===== src/rtl/mem_lsu.sv =====
// mem_lsu: MEM-stage load/store unit (byte/half/word) with req/ack data-memory handshake.
// Define MEM_LSU_ALIGN_CHECK_EN to raise AdEL/AdES on misaligned half/word accesses.
module mem_lsu #(
  parameter int unsigned DATA_W  = 32,
  parameter int unsigned ADDR_W  = 32,
  parameter int unsigned TIMEOUT = 16
) (
  input  logic                clk,
  input  logic                rst,
  input  logic                in_valid,
  input  logic [3:0]          mem_op,
  input  logic [ADDR_W-1:0]   addr_i,
  input  logic [DATA_W-1:0]   store_i,
  input  logic [DATA_W-1:0]   alu_i,
  input  logic [4:0]          wd_i,
  input  logic                wreg_i,
  input  logic                flush,
  output logic                stall_o,
  output logic                dm_req,
  output logic                dm_we,
  output logic [DATA_W/8-1:0] dm_be,
  output logic [ADDR_W-1:0]   dm_addr,
  output logic [DATA_W-1:0]   dm_wdata,
  input  logic                dm_ack,
  input  logic [DATA_W-1:0]   dm_rdata,
  output logic                out_valid,
  output logic [4:0]          wd_o,
  output logic                wreg_o,
  output logic [DATA_W-1:0]   wdata_o,
  output logic [4:0]          exc_o,
  output logic [ADDR_W-1:0]   badvaddr_o
);
  localparam int unsigned BE_W   = DATA_W / 8;
  localparam int unsigned LANE_W = $clog2(BE_W);
  localparam int unsigned CNT_W  = 8;
  localparam logic [CNT_W-1:0] CNT_LAST = CNT_W'(TIMEOUT - 1);

  localparam logic [3:0] OP_LB = 4'd1, OP_LBU = 4'd2, OP_LH = 4'd3, OP_LHU = 4'd4, OP_LW = 4'd5;
  localparam logic [3:0] OP_SB = 4'd8, OP_SH = 4'd9, OP_SW = 4'd10;
  localparam logic [4:0] EXC_NONE = 5'd0, EXC_ADEL = 5'd4, EXC_ADES = 5'd5, EXC_DBE = 5'd7;

  typedef enum logic [1:0] {IDLE = 2'd0, BUSY = 2'd1, RESP = 2'd2} state_t;
  state_t state, state_nx;

  logic [CNT_W-1:0]  cnt;
  logic [3:0]        op_q;
  logic [LANE_W-1:0] lane_q;
  logic [4:0]        wd_q;
  logic              wreg_q, flushed_q;
  logic [ADDR_W-1:0] addr_q;

  logic              is_load, is_store, is_mem, sz_half, sz_word, misaligned;
  logic              accept, mem_go, busy_ack, busy_to;
  logic [LANE_W-1:0] lane_in;
  logic [BE_W-1:0]   be_in;
  logic [DATA_W-1:0] bus_in, shifted, load_data;

  // Decode of the presented op, lane/byte-enable generation and load extraction
  always_comb begin
    is_load  = 1'b0;
    is_store = 1'b0;
    sz_half  = 1'b0;
    sz_word  = 1'b0;
    case (mem_op)
      OP_LB, OP_LBU: is_load = 1'b1;
      OP_LH, OP_LHU: begin is_load = 1'b1; sz_half = 1'b1; end
      OP_LW:         begin is_load = 1'b1; sz_word = 1'b1; end
      OP_SB:         is_store = 1'b1;
      OP_SH:         begin is_store = 1'b1; sz_half = 1'b1; end
      OP_SW:         begin is_store = 1'b1; sz_word = 1'b1; end
      default:       ;
    endcase
    is_mem = is_load | is_store;
`ifdef MEM_LSU_ALIGN_CHECK_EN
    misaligned = (sz_half & addr_i[0]) | (sz_word & (addr_i[1:0] != 2'b00));
`else
    misaligned = 1'b0;
`endif
    // Without the alignment check the access is forced to natural alignment
    lane_in = addr_i[LANE_W-1:0];
    if (sz_half) lane_in[0] = 1'b0;
    if (sz_word) lane_in[1:0] = 2'b00;

    if (sz_word) begin
      be_in  = BE_W'(4'hF) << lane_in;
      bus_in = {(DATA_W/32){store_i[31:0]}};
    end else if (sz_half) begin
      be_in  = BE_W'(2'b11) << lane_in;
      bus_in = {(DATA_W/16){store_i[15:0]}};
    end else begin
      be_in  = BE_W'(1'b1) << lane_in;
      bus_in = {(DATA_W/8){store_i[7:0]}};
    end

    accept   = ((state == IDLE) || (state == RESP)) && in_valid && !flush;
    mem_go   = accept & is_mem & ~misaligned;
    busy_ack = (state == BUSY) & dm_ack;
    busy_to  = (state == BUSY) & ~dm_ack & (cnt == CNT_LAST);

    shifted = dm_rdata >> {lane_q, 3'b000};
    case (op_q)
      OP_LB:   load_data = DATA_W'($signed(shifted[7:0]));
      OP_LBU:  load_data = DATA_W'(shifted[7:0]);
      OP_LH:   load_data = DATA_W'($signed(shifted[15:0]));
      OP_LHU:  load_data = DATA_W'(shifted[15:0]);
      OP_LW:   load_data = DATA_W'($signed(shifted[31:0]));
      default: load_data = '0;
    endcase
  end

  // State register
  always_ff @(posedge clk) begin
    if (rst) state <= IDLE;
    else     state <= state_nx;
  end

  // Next-state logic
  always_comb begin
    state_nx = state;
    case (state)
      IDLE, RESP: state_nx = mem_go ? BUSY : IDLE;
      BUSY:       if (busy_ack || busy_to) state_nx = RESP;
      default:    state_nx = IDLE;
    endcase
  end

  // Stall covers the accept cycle of a memory op and every BUSY cycle
  always_comb begin
    stall_o = mem_go | (state == BUSY);
  end

  // Bus request, captured instruction and MEM/WB result registers
  always_ff @(posedge clk) begin
    if (rst) begin
      cnt        <= '0;
      op_q       <= '0;
      lane_q     <= '0;
      wd_q       <= '0;
      wreg_q     <= 1'b0;
      flushed_q  <= 1'b0;
      addr_q     <= '0;
      dm_req     <= 1'b0;
      dm_we      <= 1'b0;
      dm_be      <= '0;
      dm_addr    <= '0;
      dm_wdata   <= '0;
      out_valid  <= 1'b0;
      wd_o       <= '0;
      wreg_o     <= 1'b0;
      wdata_o    <= '0;
      exc_o      <= EXC_NONE;
      badvaddr_o <= '0;
    end else begin
      out_valid <= 1'b0;
      if (state == BUSY) begin
        cnt <= cnt + CNT_W'(1);
        if (flush) flushed_q <= 1'b1;
        if (busy_ack || busy_to) begin
          cnt        <= '0;
          dm_req     <= 1'b0;
          dm_we      <= 1'b0;
          dm_be      <= '0;
          dm_addr    <= '0;
          dm_wdata   <= '0;
          out_valid  <= ~(flushed_q | flush);
          wd_o       <= wd_q;
          wreg_o     <= wreg_q & busy_ack & ~(flushed_q | flush);
          wdata_o    <= busy_ack ? load_data : '0;
          exc_o      <= busy_ack ? EXC_NONE : EXC_DBE;
          badvaddr_o <= busy_ack ? '0 : addr_q;
        end
      end
      if (accept) begin
        cnt       <= '0;
        flushed_q <= 1'b0;
        op_q      <= mem_op;
        lane_q    <= lane_in;
        wd_q      <= wd_i;
        wreg_q    <= wreg_i;
        addr_q    <= addr_i;
        if (mem_go) begin
          dm_req   <= 1'b1;
          dm_we    <= is_store;
          dm_be    <= be_in;
          dm_addr  <= {addr_i[ADDR_W-1:LANE_W], {LANE_W{1'b0}}};
          dm_wdata <= bus_in;
        end else begin
          out_valid <= 1'b1;
          wd_o      <= wd_i;
          if (is_mem) begin
            wreg_o     <= 1'b0;
            wdata_o    <= '0;
            exc_o      <= is_load ? EXC_ADEL : EXC_ADES;
            badvaddr_o <= addr_i;
          end else begin
            wreg_o     <= wreg_i;
            wdata_o    <= alu_i;
            exc_o      <= EXC_NONE;
            badvaddr_o <= '0;
          end
        end
      end
    end
  end
endmodule


===== config.mk =====
export PLATFORM = sky130hd
export DESIGN_NAME = mem_lsu
export DESIGN_NICKNAME = d
export VERILOG_FILES = /design/src/rtl/mem_lsu.sv
export SDC_FILE = /design/constraint.sdc
export NUM_CORES = 1
export LEC_CHECK = 0
export ABC_AREA = 1
export CAP_MARGIN = 20
export CORE_MARGIN = 8
export CORE_UTILIZATION = 30
export CTS_CLUSTER_SIZE = 8
export DETAILED_ROUTE_END_ITERATION = 7
export GPL_ROUTABILITY_DRIVEN = 1
export PLACE_DENSITY = 0.54
export SYNTH_ARGS = -nofsm -noshare
export SYNTH_HDL_FRONTEND = slang
export SYNTH_SLANG_ARGS = --single-unit

===== constraint.sdc =====
create_clock -name clk -period 2 [get_ports clk]
set_clock_uncertainty 0.05 [all_clocks]
set_input_delay 0.2 -clock clk [delete_from_list [all_inputs] [get_ports clk]]
set_output_delay 0.2 -clock clk [all_outputs]
set_load 0.05 [all_outputs]

Word level (Yosys, flattened, before mapping)
Index checks and enable logic that the tools add are counted.
- bits in registers: 201
- logic and storage cells: 132
- $add $sub $neg: 1
- equality and inequality tests: 17
- shift operators: 4
- multiplexer cells: 67
- bitwise logic cells: 11
- reduce and logical (&&, ||, !) cells: 13
- operator list (cell ; number):
    2-to-1 mux 32 bit ; 22
    case mux 32 bit (5 select lines) ; 1
    2-to-1 mux 5 bit ; 8
    right shift 32 x 5 -> 32 bit ; 1
    2-to-1 mux 1 bit ; 24
    2-to-1 mux 4 bit ; 6
    == test 4 x 2 -> 1 bit (second input constant) ; 4
    == test 4 x 3 -> 1 bit (second input constant) ; 4
    == test 4 bit (second input constant) ; 3
    adder 8 x 1 -> 8 bit (second input constant) ; 1
    == test 4 x 1 -> 1 bit (second input constant) ; 2
    == test 8 x 4 -> 1 bit (second input constant) ; 1
    2-to-1 mux 8 bit ; 1
    bitwise AND 1 bit ; 6
    2-to-1 mux 3 bit ; 2
    OR reduction 2 bit ; 3
    OR reduction 3 bit ; 2
    OR reduction 5 bit ; 1
    2-to-1 mux 2 bit ; 2
    case mux 2 bit (2 select lines) ; 1
    << shifter 1 x 2 -> 4 bit (first input constant) ; 1
    << shifter 2 x 2 -> 4 bit (first input constant) ; 1
    << shifter 4 x 2 -> 4 bit (first input constant) ; 1
    bitwise OR 1 bit ; 3
    other kinds (9) ; 12

Longest topological paths before layout
Gate-level depths: netlist (run 1).
- word-level depth: 10
- gate-level depth with buffers: 12

Worst setup path before layout (run 1)
OpenSTA, ideal clock, no wires.
- path type: reg-to-reg
- start: register cnt[0]
- end: register dm_addr[16]
- library setup time: 132 ps
- data arrival time: 1457 ps
- setup slack: 361 ps
- cell stages (with the launch flop): 11
- clock period less this slack: 1639 ps
- cells stage by stage: dfxtp_1 > ha_1 > nand3_1 > nor2_4 > nand2_2 > nand2_4 > nor2_8 > buf_6 > buf_4 > nand2_1 > a21oi_1
- word-level cells in the longest chain between the ends: 7
- ends and longest elaborated chain (item ; RTL line ; text):
    start: declaration ; 45 ; logic [CNT_W-1:0] cnt;
    start signal: assignment ; 156 ; cnt <= cnt + CNT_W'(1);
    == test 8 x 4 -> 1 bit (*) ; 98 ; busy_to = (state == BUSY) & ~dm_ack & (cnt == CNT_LAST);
    bitwise AND 1 bit (*) ; 98 ;
    logical OR 1 bit (*) ; 158 ; if (busy_ack || busy_to) begin
    2-to-1 mux 32 bit (*) ; 158 ;
    2-to-1 mux 32 bit (*) ; 155 ; if (state == BUSY) begin
    2-to-1 mux 32 bit ; 181 ; if (mem_go) begin
    2-to-1 mux 32 bit (*) ; 173 ; if (accept) begin
    end signal: assignment ; 185 ; dm_addr <= {addr_i[ADDR_W-1:LANE_W], {LANE_W{1'b0}}};
    end: declaration ; 22 ; output logic [ADDR_W-1:0] dm_addr,
Every way passes the cells marked *; elsewhere a longest branch is shown, timed or not.
A chain may end at the register's enable or synchronous reset.

Worst setup path in the final report (run 1)
- start: input mem_op[2]
- end: output stall_o
- word-level cells in the longest chain between the ends: 6
- elaborated cells between the ends (all ways): 15
- ends and longest elaborated chain (item ; RTL line ; text):
    start: declaration ; 11 ; input logic [3:0] mem_op,
    == test 4 x 3 -> 1 bit (tied with other cells) ; 64 ; case (mem_op)
    OR reduction 5 bit (no source line) or OR reduction 3 bit (tied branches) ; -- ;
    2-to-1 mux 1 bit ; 64 ;
    bitwise OR 1 bit (*) ; 73 ; is_mem = is_load | is_store;
    bitwise AND 1 bit (*) ; 96 ; mem_go = accept & is_mem & ~misaligned;
    bitwise OR 1 bit (*) ; 129 ; stall_o = mem_go | (state == BUSY);
    end: declaration ; 18 ; output logic stall_o,
Marked as above.

==> out/metrics.cfg, run 1 <==
[worst_hold_path]
worstHoldStart=mem_op[1]
holdCritPathClass=primary input to flip-flop

[detailed_routing]
antenna_left=0
firstDrtPassIters=5
via_per_inst=4.769
drc=0
drt_iter0_drc=529
wire_per_inst_um=17.98
wirelength_um=33830
num_vias=8970

[cts]
cts_made_buffers=29
cts_root_buf=clkbuf_16
cts_tree=yes
h-tree-depth=1
clkLatencyLatePin_ns=0.54
path_clk_slew_ns=0.05
clockBufferDepth=3
cts_sinks=201

[synthesis]
synth_cell_types=33
synth_compound_area_frac=0.1545
synth_adder_area_share=0.001453
yosysWarnings=0
synthCells=1193
ys_seq_area_frac=0.4674
synth_area_mm2=0.008610
syn_area_per_cell_um2=7.217
postSynthNetCount=1337
ys_seq_elements=201
yosys.area_share.simple=0.2940
synth_flop_cell=dfxtp_1
synthMuxAreaShare=0
async_reset_ff_frac=0
synth_edf_count=0
synth-xor-area-share=0.006104
synth_top_family_by_area=simple AND/OR/NAND/NOR gates

[critical_path]
rr_startpoint=cnt[0]$_SDFFE_PP0N_
worstPathMaxFanout=4
worstSetupPathType=primary input to primary output
cp-end-kind=primary output
crit_start=mem_op[2]
cp_cell_sequence=clkdlybuf4s50_1, inv_2, nor2_4, nand2_1, nand2_1, nor2_4, nor2_8, buf_12, inv_1, nand2_2, buf_12
critical-path-top-delay-family=buffers and inverters
critPathRequiredTime_ns=1.75
cp_slowest_cell=clkdlybuf4s50_1
cp.arrival_ns=1.76
crit_buf_inv=5
critPathMaxStageDelay_ns=0.51
startpoint_type=primary input

[global_route]
grt_pass1_vias=8935
grt_max_degree=69
grt_overflow=0
grt_usage=0.1857
grt_pass1_wl_um=50930
antenna_found_initial=1

[place]
io_buffers=289
gp_congestion=0.8712
placed_cell_area_mm2=0.01212
dpl.hpwl_um=23630

[die]
coreArea_mm2=0.02847
start_util=0.3024
die_h_um=185.4
die-area_mm2=0.03438
rows=62
io_pins=290
die_x_um=185.4

[sta]
post-route-period-util=1.006
period_minus_slack_ns=2.012
setup_violations=1
layout_setup_ws_ns=-0.01209
rsz0062_at_grt=true
finalHoldViolCount=0
fmax_ghz=0.4970
maxSlewHeadroom=0.5873
tightest_slew_ns=0.6215
slew_violations=0

[status]
violations=setup timing
outcome=complete, but fails checks

[finish]
fin_area_mm2=0.01308
final_common_cell=nand2_1
nets=1639
area_delta_synth_final_pct=51.97
mostFrequentLayoutCells=416 x nand2_1, 214 x clkdlybuf4s50_1, 199 x dfxtp_1
antennaDiodeCount=0
finish.utilization=0.4596
drive_gt1_frac=0.08350

[power]
peakVddDrop_mv=0.5706
powerDensity_mw_per_mm2=795.4
p_leak_uw=0.006215

[flow_run]
cap_violations=0

==> flip-flops by register name, summed over array words and instances (netlist names), 4 cells and up <==
signal,flops
cnt,8
op_q,4
wdata_o,32
dm_addr,32
dm_be,4
exc_o,5
wd_q,5
dm_wdata,32
badvaddr_o,32
wd_o,5
addr_q,32
==> final cells by class <==
class / count / area (um^2)
fill: 2902 / 15390
sequential: 201 / 4026
multi-input combinational: 848 / 3995
timing repair buffer: 346 / 3562
clock buffer: 31 / 733.2
tap: 384 / 480.5
inverter: 69 / 259.0
clock inverter: 2 / 27.53
==> logic make-up after synthesis <==
| family | count (synthesis) |
|---|---|
| compound gates | 235 |
| xor+xnor | 6 |
| fa+ha+maj | 1 |
| buf+inv | 146 |
| flops | 201 |
| simple gates | 604 |
==> final timing paths <==
| path | to | slack (ns) | depth (start not counted) |
|---|---|---|---|
| setup / recovery | stall_o | -0.01 | 11 |
| hold / removal | dm_we$_SDFF_PP0_ | 0.11 | 4 |
| setup reg to reg | dm_wdata[9]$_SDFF_PP0_ | 0.12 | 9 |
| hold reg to reg | exc_o[4]$_SDFF_PP0_ | 0.39 | 2 |
==> power by group <==
| part | internal, uW | total, uW | leakage [uW] | switching (uW) |
|---|---|---|---|---|
| Clock | 2550 | 4320 | 0.000370 | 1770 |
| Sequential | 4170 | 4260 | 0.00163 | 88.8 |
| Combinational | 720 | 1820 | 0.00421 | 1100 |
==> Yosys cell counts, types with 8 or more instances <==
library cell	n	area [um^2]
nand2_1	418	1569
dfxtp_1	201	4024
a21oi_1	127	635.6
nand3_1	106	530.5
inv_1	58	217.7
o21ai_0	52	260.3
nor2_1	50	187.7
buf_2	32	160.2
clkbuf_1	30	112.6
a22o_1	25	219.0
o211ai_1	14	105.1
nand4_1	9	56.30
a31oi_1	8	50.05
==> repair_timing <==
action                                  CTS  global route
endpoints found under the hold margin     3             0
endpoints found under the setup margin   89           125
hold buffers                              1             0
pin swaps                                 8             1
setup buffers                             0             2
gates resized for setup                  28            57
gates cloned                              0             2
==> worst min-delay path: stages <==
cell,delay (ns)
dlymetal6s2s_1,0.18
nand2_1,0.10
nand2_1,0.09
o21ai_0,0.08
==> metrics by stage <==
stage / hold slack (ns) / setup TNS (ns) / total power (uW) / instances / worst slack, ns
final: 0.1065 / -0.01209 / 10410 / 1881 / -0.01209
after global routing: 0.1509 / -0.09850 / 10850 / 1881 / -0.09850
after CTS: 0.1572 / -0.06399 / 10530 / 1877 / -0.02833
after detailed placement: 0.3805 / -37.48 / 6163 / 1843 / -0.4385
after global placement: 0.3793 / -32.43 / 6158 / 1843 / -0.4042
after floorplan: 0.2602 / 0 / 5342 / 1193 / 0.3605
==> routing by layer <==
| layer | up-vias | global-route usage | wire (um) |
|---|---|---|---|
| met5 | - | 0 | 13 |
| met4 | 2 | 0.04225 | 643 |
| met3 | 42 | 0.07022 | 3739 |
| met2 | 318 | 0.2987 | 15090 |
| met1 | 4108 | 0.2322 | 14340 |
| li1 | 4500 | - | - |
(Power assumes the default switching activity.)
==> run 2: changes to the inputs <==
--- a/config.mk
+++ b/config.mk
@@ -7,7 +7,6 @@
 export LEC_CHECK = 0
 export ABC_AREA = 1
 export CAP_MARGIN = 20
-export CORE_MARGIN = 8
 export CORE_UTILIZATION = 30
 export CTS_CLUSTER_SIZE = 8
 export DETAILED_ROUTE_END_ITERATION = 7
==> run 2 against run 1 <==
Compared with the run above: the run still ends with setup timing left; critical path depth is 4 lower; via count is 1.2% lower; core utilization grew 0.88 points; cell area rose by 0.27%; final cell count shrank 0.37%; power decreased by 0.14%; sequential power about the same; sequential share of layout area down 0.092 points.
==> out/metrics.cfg, run 2 (synthesis results as in run 1) <==
[finish]
final_common_cell=nand2_1
finish.utilization=0.4684  ; +0.008784
finalNonFillerCells=1874  ; -0.37%
nets=1639  ; unchanged
drive_gt1_frac=0.08556  ; +0.002061
area_delta_synth_final_pct=52.38
mostFrequentLayoutCells=416 x nand2_1, 251 x clkdlybuf4s50_1, 200 x dfxtp_1
antennaDiodeCount=0  ; unchanged
fin_area_mm2=0.01312  ; +0.27%
nFillCells=2831  ; -2.4%

[sta]
setup_violations=1  ; unchanged
tightest_slew_ns=0.6318  ; +0.01032 ns
layout_setup_ws_ns=-0.006765  ; +0.005329 ns
maxSlewHeadroom=0.5788  ; -0.008525
fmax_ghz=0.4983  ; +0.27%
period_minus_slack_ns=2.007  ; -0.005329 ns
slew_violations=0  ; unchanged
rsz0062_at_grt=true
finalHoldViolCount=0  ; unchanged
post-route-period-util=1.003  ; -0.002665

[cts]
clkLatencyLatePin_ns=0.54  ; about the same
cts_sinks=201  ; unchanged
path_clk_slew_ns=0.05  ; about the same
h-tree-depth=1  ; unchanged
cts_tree=yes
cts_root_buf=clkbuf_16
clockBufferDepth=3  ; unchanged
cts_made_buffers=29  ; unchanged

[global_route]
grt_overflow=0  ; unchanged
grt_usage=0.2048  ; +0.01913
grt_pass1_vias=8328  ; -6.8%
grt_pass1_wl_um=46860  ; -8.0%
antenna_found_initial=2  ; +1
grt_max_degree=69  ; unchanged

[detailed_routing]
firstDrtPassIters=5  ; unchanged
wirelength_um=31530  ; -6.8%
antenna_left=0  ; unchanged
drt_iter0_drc=560  ; +5.9%
wire_per_inst_um=16.82  ; -6.5%
via_per_inst=4.730  ; -0.81%
num_vias=8864  ; -1.2%
drc=0  ; unchanged

[power]
powerDensity_mw_per_mm2=792.2  ; -0.40%
p_int_uw=7486  ; +0.49%
clockPowerShare=0.412  ; -0.003
power_uw=10390  ; -0.14%
p_leak_uw=0.005763  ; -7.3%
power_frac_comb=0.178  ; +0.003
p_sw_uw=2907  ; -1.7%
seq_power_share=0.410  ; about the same
peakVddDrop_mv=0.5088  ; -11%
switching_share=0.2797  ; -0.004527

[critical_path]
worstSetupPathType=flip-flop to primary output
cp-end-kind=primary output
startpoint_type=flip-flop
critical-path-top-delay-family=buffers and inverters
crit_buf_inv=4  ; -1
worstPathMaxFanout=12  ; +8
critPathRequiredTime_ns=1.75  ; about the same
cp_slowest_cell=dfxtp_1
critPathMaxStageDelay_ns=0.30  ; -0.21 ns
cp_cell_sequence=inv_2, nand3_4, nor2_8, buf_12, inv_2, nand2_2, buf_12
cp.arrival_ns=1.76  ; about the same

[worst_hold_path]
holdCritPathClass=primary input to flip-flop

[place]
placed_cell_area_mm2=0.01219  ; +0.54%
gp_congestion=0.8714  ; about the same
io_buffers=289  ; unchanged
dp_slack_ns=-0.4146  ; +0.02392 ns
dpl.hpwl_um=21320  ; -9.8%
dpl.cell_count=1837  ; -0.33%

[die]
io_pins=290  ; unchanged
die_h_um=171.4  ; -7.6%
start_util=0.3074  ; +0.004958
die_x_um=171.4  ; -7.6%
die-area_mm2=0.02938  ; -15%
coreArea_mm2=0.02801  ; -1.6%
rows=61  ; -1.6%

[flow_run]
cap_violations=0  ; unchanged

[status]
violations=setup timing
outcome=complete, but fails checks

-- run 2: cell count changes in the layout (fill, tap and decap cells not counted), sizes merged --
| cell | change |
|---|---|
| buf | +1 |
| dlymetal6s2s | -22 |
| clkdlybuf4s50 | +37 |
| dlygate4sd2 | -16 |
| clkbuf | -1 |
-- run 2: worst paths after layout --
| path | from | endpoint | slack [ns] | depth (start not counted) |
|---|---|---|---|---|
| max | state[0]$_SDFFE_PP0P_ | stall_o | -0.007 | 7 |
| min | mem_op[2] | op_q[2]$_SDFFE_PP0P_ | 0.10 | 4 |
| max reg2reg | cnt[0]$_SDFFE_PP0N_ | dm_addr[6]$_SDFF_PP0_ | 0.13 | 9 |
| min reg2reg | exc_o[3]$_SDFF_PP0_ | exc_o[3]$_SDFF_PP0_ | 0.39 | 2 |
-- run 2: repair_timing --
action,4_1_cts,5_1_grt
gates resized for setup,9,40
hold buffers,1,0
setup buffers,0,2
pin swaps,3,3
cloned,0,2
endpoints found under the hold margin,3,0
endpoints found under the setup margin,74,118
-- run 2: final cells by class --
class / instances / area, um^2 / area share
inverters: 69 / 259.0 / 0.01974
well taps: 378 / 473.0 / 0.03605
clock buffers: 30 / 739.5 / 0.05637
flip-flops and latches: 201 / 4025 / 0.3068
multi-input cells: 848 / 4006 / 0.3054
clock inverters: 2 / 16.27 / 0.001240
repair buffers: 346 / 3600 / 0.2744
-- run 2: worst reg2reg max path, stage by stage (launching register included) --
cell	delay, ns
dfxtp_2	0.32
ha_2	0.19
nand3_2	0.10
nor2_4	0.05
nand2_4	0.10
nand2_8	0.07
buf_4	0.17
nor2_4	0.49
nand2_1	0.10
a21oi_1	0.15
-- run 2: through the flow --
step	setup TNS [ns]	hold WS, ns
detailed placement	-38.87	0.3805
finish	-0.006765	0.1011
CTS	-0.09474	0.1803
global placement	-31.00	0.3805
global route	-0.06645	0.1238
floorplan	0	0.2602
-- run 2: routing by layer --
layer	global-route usage	up-vias	share of wire
met1	0.2629	4023	0.44
met4	0.04464	4	0.016
met2	0.3319	295	0.45
li1	-	4503	-
met5	0	-	0.00095
met3	0.06765	39	0.096
-- run 2: power by group through the flow --
| stage | Sequential, uW | Combinational (uW) | Clock [uW] |
|---|---|---|---|
| 2_1_floorplan | 4710 | 633 | 0 |
| 3_3_place_gp | 4340 | 1830 | 0 |
| 3_5_place_dp | 4340 | 1830 | 0 |
| 4_1_cts | 4260 | 1840 | 4420 |
| 5_1_grt | 4280 | 1990 | 4580 |
| 6_report | 4260 | 1850 | 4280 |
==> run 3: changes to the inputs <==
--- a/config.mk
+++ b/config.mk
@@ -15,3 +15,4 @@
 export SYNTH_ARGS = -nofsm -noshare
 export SYNTH_HDL_FRONTEND = slang
 export SYNTH_SLANG_ARGS = --single-unit
+export TNS_END_PERCENT = 5
==> run 3 against run 2 <==
Compared with the run above: the flow still finishes with violations (setup timing); wire length down 0.76%; combinational power hardly changed; core utilization shrank 0.14 points; global-route usage unchanged; sequential share of layout area increased by 0.10 points; final cell count decreased by 0.16%; die area unchanged; first-iteration DRC count down 4.8%; critical path type unchanged; critical endpoint unchanged; largest cell class unchanged.
==> out/metrics.cfg, run 3 (synthesis results as in run 1) <==
[sta]
tightest_slew_ns=0.9472  ; +0.3153 ns
post-route-period-util=1.002  ; -0.001670
maxSlewHeadroom=0.3671  ; -0.2117
slew_violations=0  ; unchanged
period_minus_slack_ns=2.003  ; -0.003340 ns
rsz0062_at_grt=true
layout_setup_ws_ns=-0.003425  ; +0.003340 ns
finalHoldViolCount=0  ; unchanged
fmax_ghz=0.4991  ; +0.17%
fin_tns_setup_ns=-0.003425  ; +0.003340 ns
setup_violations=1  ; unchanged
whs_ns=0.1030  ; +0.001906 ns

[die]
die_h_um=171.4  ; unchanged
rows=61  ; unchanged
die_x_um=171.4  ; unchanged
io_pins=290  ; unchanged
start_util=0.3074  ; unchanged
coreArea_mm2=0.02801  ; unchanged
die-area_mm2=0.02938  ; unchanged

[critical_path]
worstSetupPathType=flip-flop to primary output
r2r_slack_ns=0.03  ; -0.10 ns
worstPathMaxFanout=12  ; unchanged
cp_num_cells=7  ; unchanged
crit_path_end=stall_o
rr_startpoint=cnt[0]$_SDFFE_PP0N_
rr_endpoint=dm_wdata[25]$_SDFF_PP0_
cp_cell_sequence=inv_2, nand3_4, nor2_8, buf_12, inv_1, nand2_1, buf_12
crit_top_cell=buf_12
startpoint_type=flip-flop
crit_buf_inv=4  ; unchanged
cp.arrival_ns=1.75  ; about the same
critical-path-top-delay-family=buffers and inverters
cp_slowest_cell=dfxtp_1
cp-end-kind=primary output
critPathMaxStageDelay_ns=0.30  ; about the same
crit_start=state[0]$_SDFFE_PP0P_
critPathRequiredTime_ns=1.75  ; about the same
r2r_cells=8  ; -1

[status]
violations=setup timing
outcome=complete, but fails checks

[power]
powerDensity_mw_per_mm2=794.0  ; +0.23%
switching_share=0.2795  ; about the same
p_sw_uw=2903  ; -0.13%
p_int_uw=7483  ; about the same
seq_power_share=0.411  ; about the same
power_frac_comb=0.177  ; about the same
peakVddDrop_mv=0.5093  ; about the same
power_uw=10390  ; about the same
clockPowerShare=0.412  ; about the same
p_leak_uw=0.005747  ; -0.29%

[detailed_routing]
drt_iter0_drc=533  ; -4.8%
wirelength_um=31290  ; -0.76%
wl_met2_um=13880  ; -1.4%
num_vias=8833  ; -0.35%
firstDrtPassIters=5  ; unchanged
wl_met3_um=3053  ; +1.1%
wl_met1_um=13830  ; -0.57%
drc=0  ; unchanged
top_layer=met5
via_per_inst=4.721  ; -0.19%
antenna_left=0  ; unchanged
wire_per_inst_um=16.72  ; -0.60%

[cts]
clkLatencyLatePin_ns=0.54  ; about the same
path_clk_slew_ns=0.05  ; about the same
cts_sinks=201  ; unchanged
cts_tree=yes
clockBufferDepth=3  ; unchanged
cts_root_buf=clkbuf_16
h-tree-depth=1  ; unchanged
postCtsSetupBuffers=0  ; unchanged
cts_made_buffers=29  ; unchanged

[place]
dpl.hpwl_um=21320  ; unchanged
dp_slack_ns=-0.4146  ; unchanged
gp_congestion=0.8714  ; unchanged
io_buffers=289  ; unchanged

[finish]
area_delta_synth_final_pct=51.93
final_common_cell=nand2_1
antennaDiodeCount=0  ; unchanged
mostFrequentLayoutCells=417 x nand2_1, 251 x clkdlybuf4s50_1, 199 x dfxtp_1
nets=1636  ; -0.18%
drive_gt1_frac=0.08238  ; -0.003177

[global_route]
grt_pass1_wl_um=46860  ; unchanged
antenna_found_initial=2  ; unchanged
grt_overflow=0  ; unchanged
grt_pass1_vias=8328  ; unchanged
grt_max_degree=69  ; unchanged
grt_usage=0.2048  ; unchanged

[worst_hold_path]
holdCritPathClass=primary input to flip-flop

[flow_run]
cap_violations=0  ; unchanged

## run 3: cell count changes in the layout (fill, tap and decap cells not counted), sizes merged
cell  previous run  this run
nor2            58        57
buf             62        60
## run 3: routing by layer
| layer | up-vias | global-route usage |
|---|---|---|
| li1 | 4503 | - |
| met1 | 3996 | 0.2629 |
| met2 | 289 | 0.3319 |
| met3 | 41 | 0.06765 |
| met4 | 4 | 0.04464 |
| met5 | - | 0 |
## run 3: area by class of cell
class | instances | area (um^2)
clock buffer | 30 | 739.5
clock inverter | 2 | 16.27
fill | 2831 | 14930
inverter | 69 | 259.0
multi-input combinational | 847 | 3985
sequential | 201 | 4026
tap | 378 | 473.0
timing repair buffer | 344 | 3581
## run 3: worst min-delay path: stages
cell            delay, ns
dlymetal6s2s_1       0.16
inv_2                0.09
buf_4                0.10
o22ai_1              0.07
## run 3: power by group through the flow
| stage | Sequential, uW | Combinational (uW) | Clock [uW] |
|---|---|---|---|
| global placement | 4340 | 1830 | 0 |
| global route | 4280 | 1980 | 4580 |
| detailed placement | 4340 | 1830 | 0 |
| finish | 4260 | 1840 | 4280 |
| floorplan | 4710 | 633 | 0 |
| CTS | 4260 | 1840 | 4420 |
## run 3: worst min path at each step
| stage | from | end | slack (ns) | cells past startpoint |
|---|---|---|---|---|
| 4_1_cts | wd_i[0] | wd_q[0]$_SDFFE_PP0P_ | 0.18 | 3 |
| 6_report | mem_op[2] | op_q[2]$_SDFFE_PP0P_ | 0.10 | 4 |
| 5_1_grt | mem_op[3] | op_q[3]$_SDFFE_PP0P_ | 0.12 | 4 |
| 2_1_floorplan | addr_i[25] | addr_q[25]$_SDFFE_PP0P_ | 0.26 | 2 |
| 3_5_place_dp | exc_o[3]$_SDFF_PP0_ | exc_o[3]$_SDFF_PP0_ | 0.38 | 2 |
| 3_3_place_gp | exc_o[4]$_SDFF_PP0_ | exc_o[4]$_SDFF_PP0_ | 0.38 | 2 |
## run 3: what timing repair did
| item | 4_1_cts | 5_1_grt |
|---|---|---|
| setup endpoints to repair | 74 | 118 |
| endpoints found under the hold margin | 3 | 0 |
| pin swaps | 3 | 8 |
| gates resized for setup | 9 | 35 |
| cloned | 0 | 1 |
| hold buffers | 1 | 0 |
## run 3: through the flow
| stage | area, um^2 | instances | util |
|---|---|---|---|
| global placement | 12190 | 1837 | 0.4351 |
| floorplan | 8610 | 1193 | - |
| finish | 13080 | 1871 | 0.4670 |
| detailed placement | 12190 | 1837 | 0.4351 |
| global route | 13080 | 1871 | 0.4670 |
| CTS | 12970 | 1870 | 0.4630 |
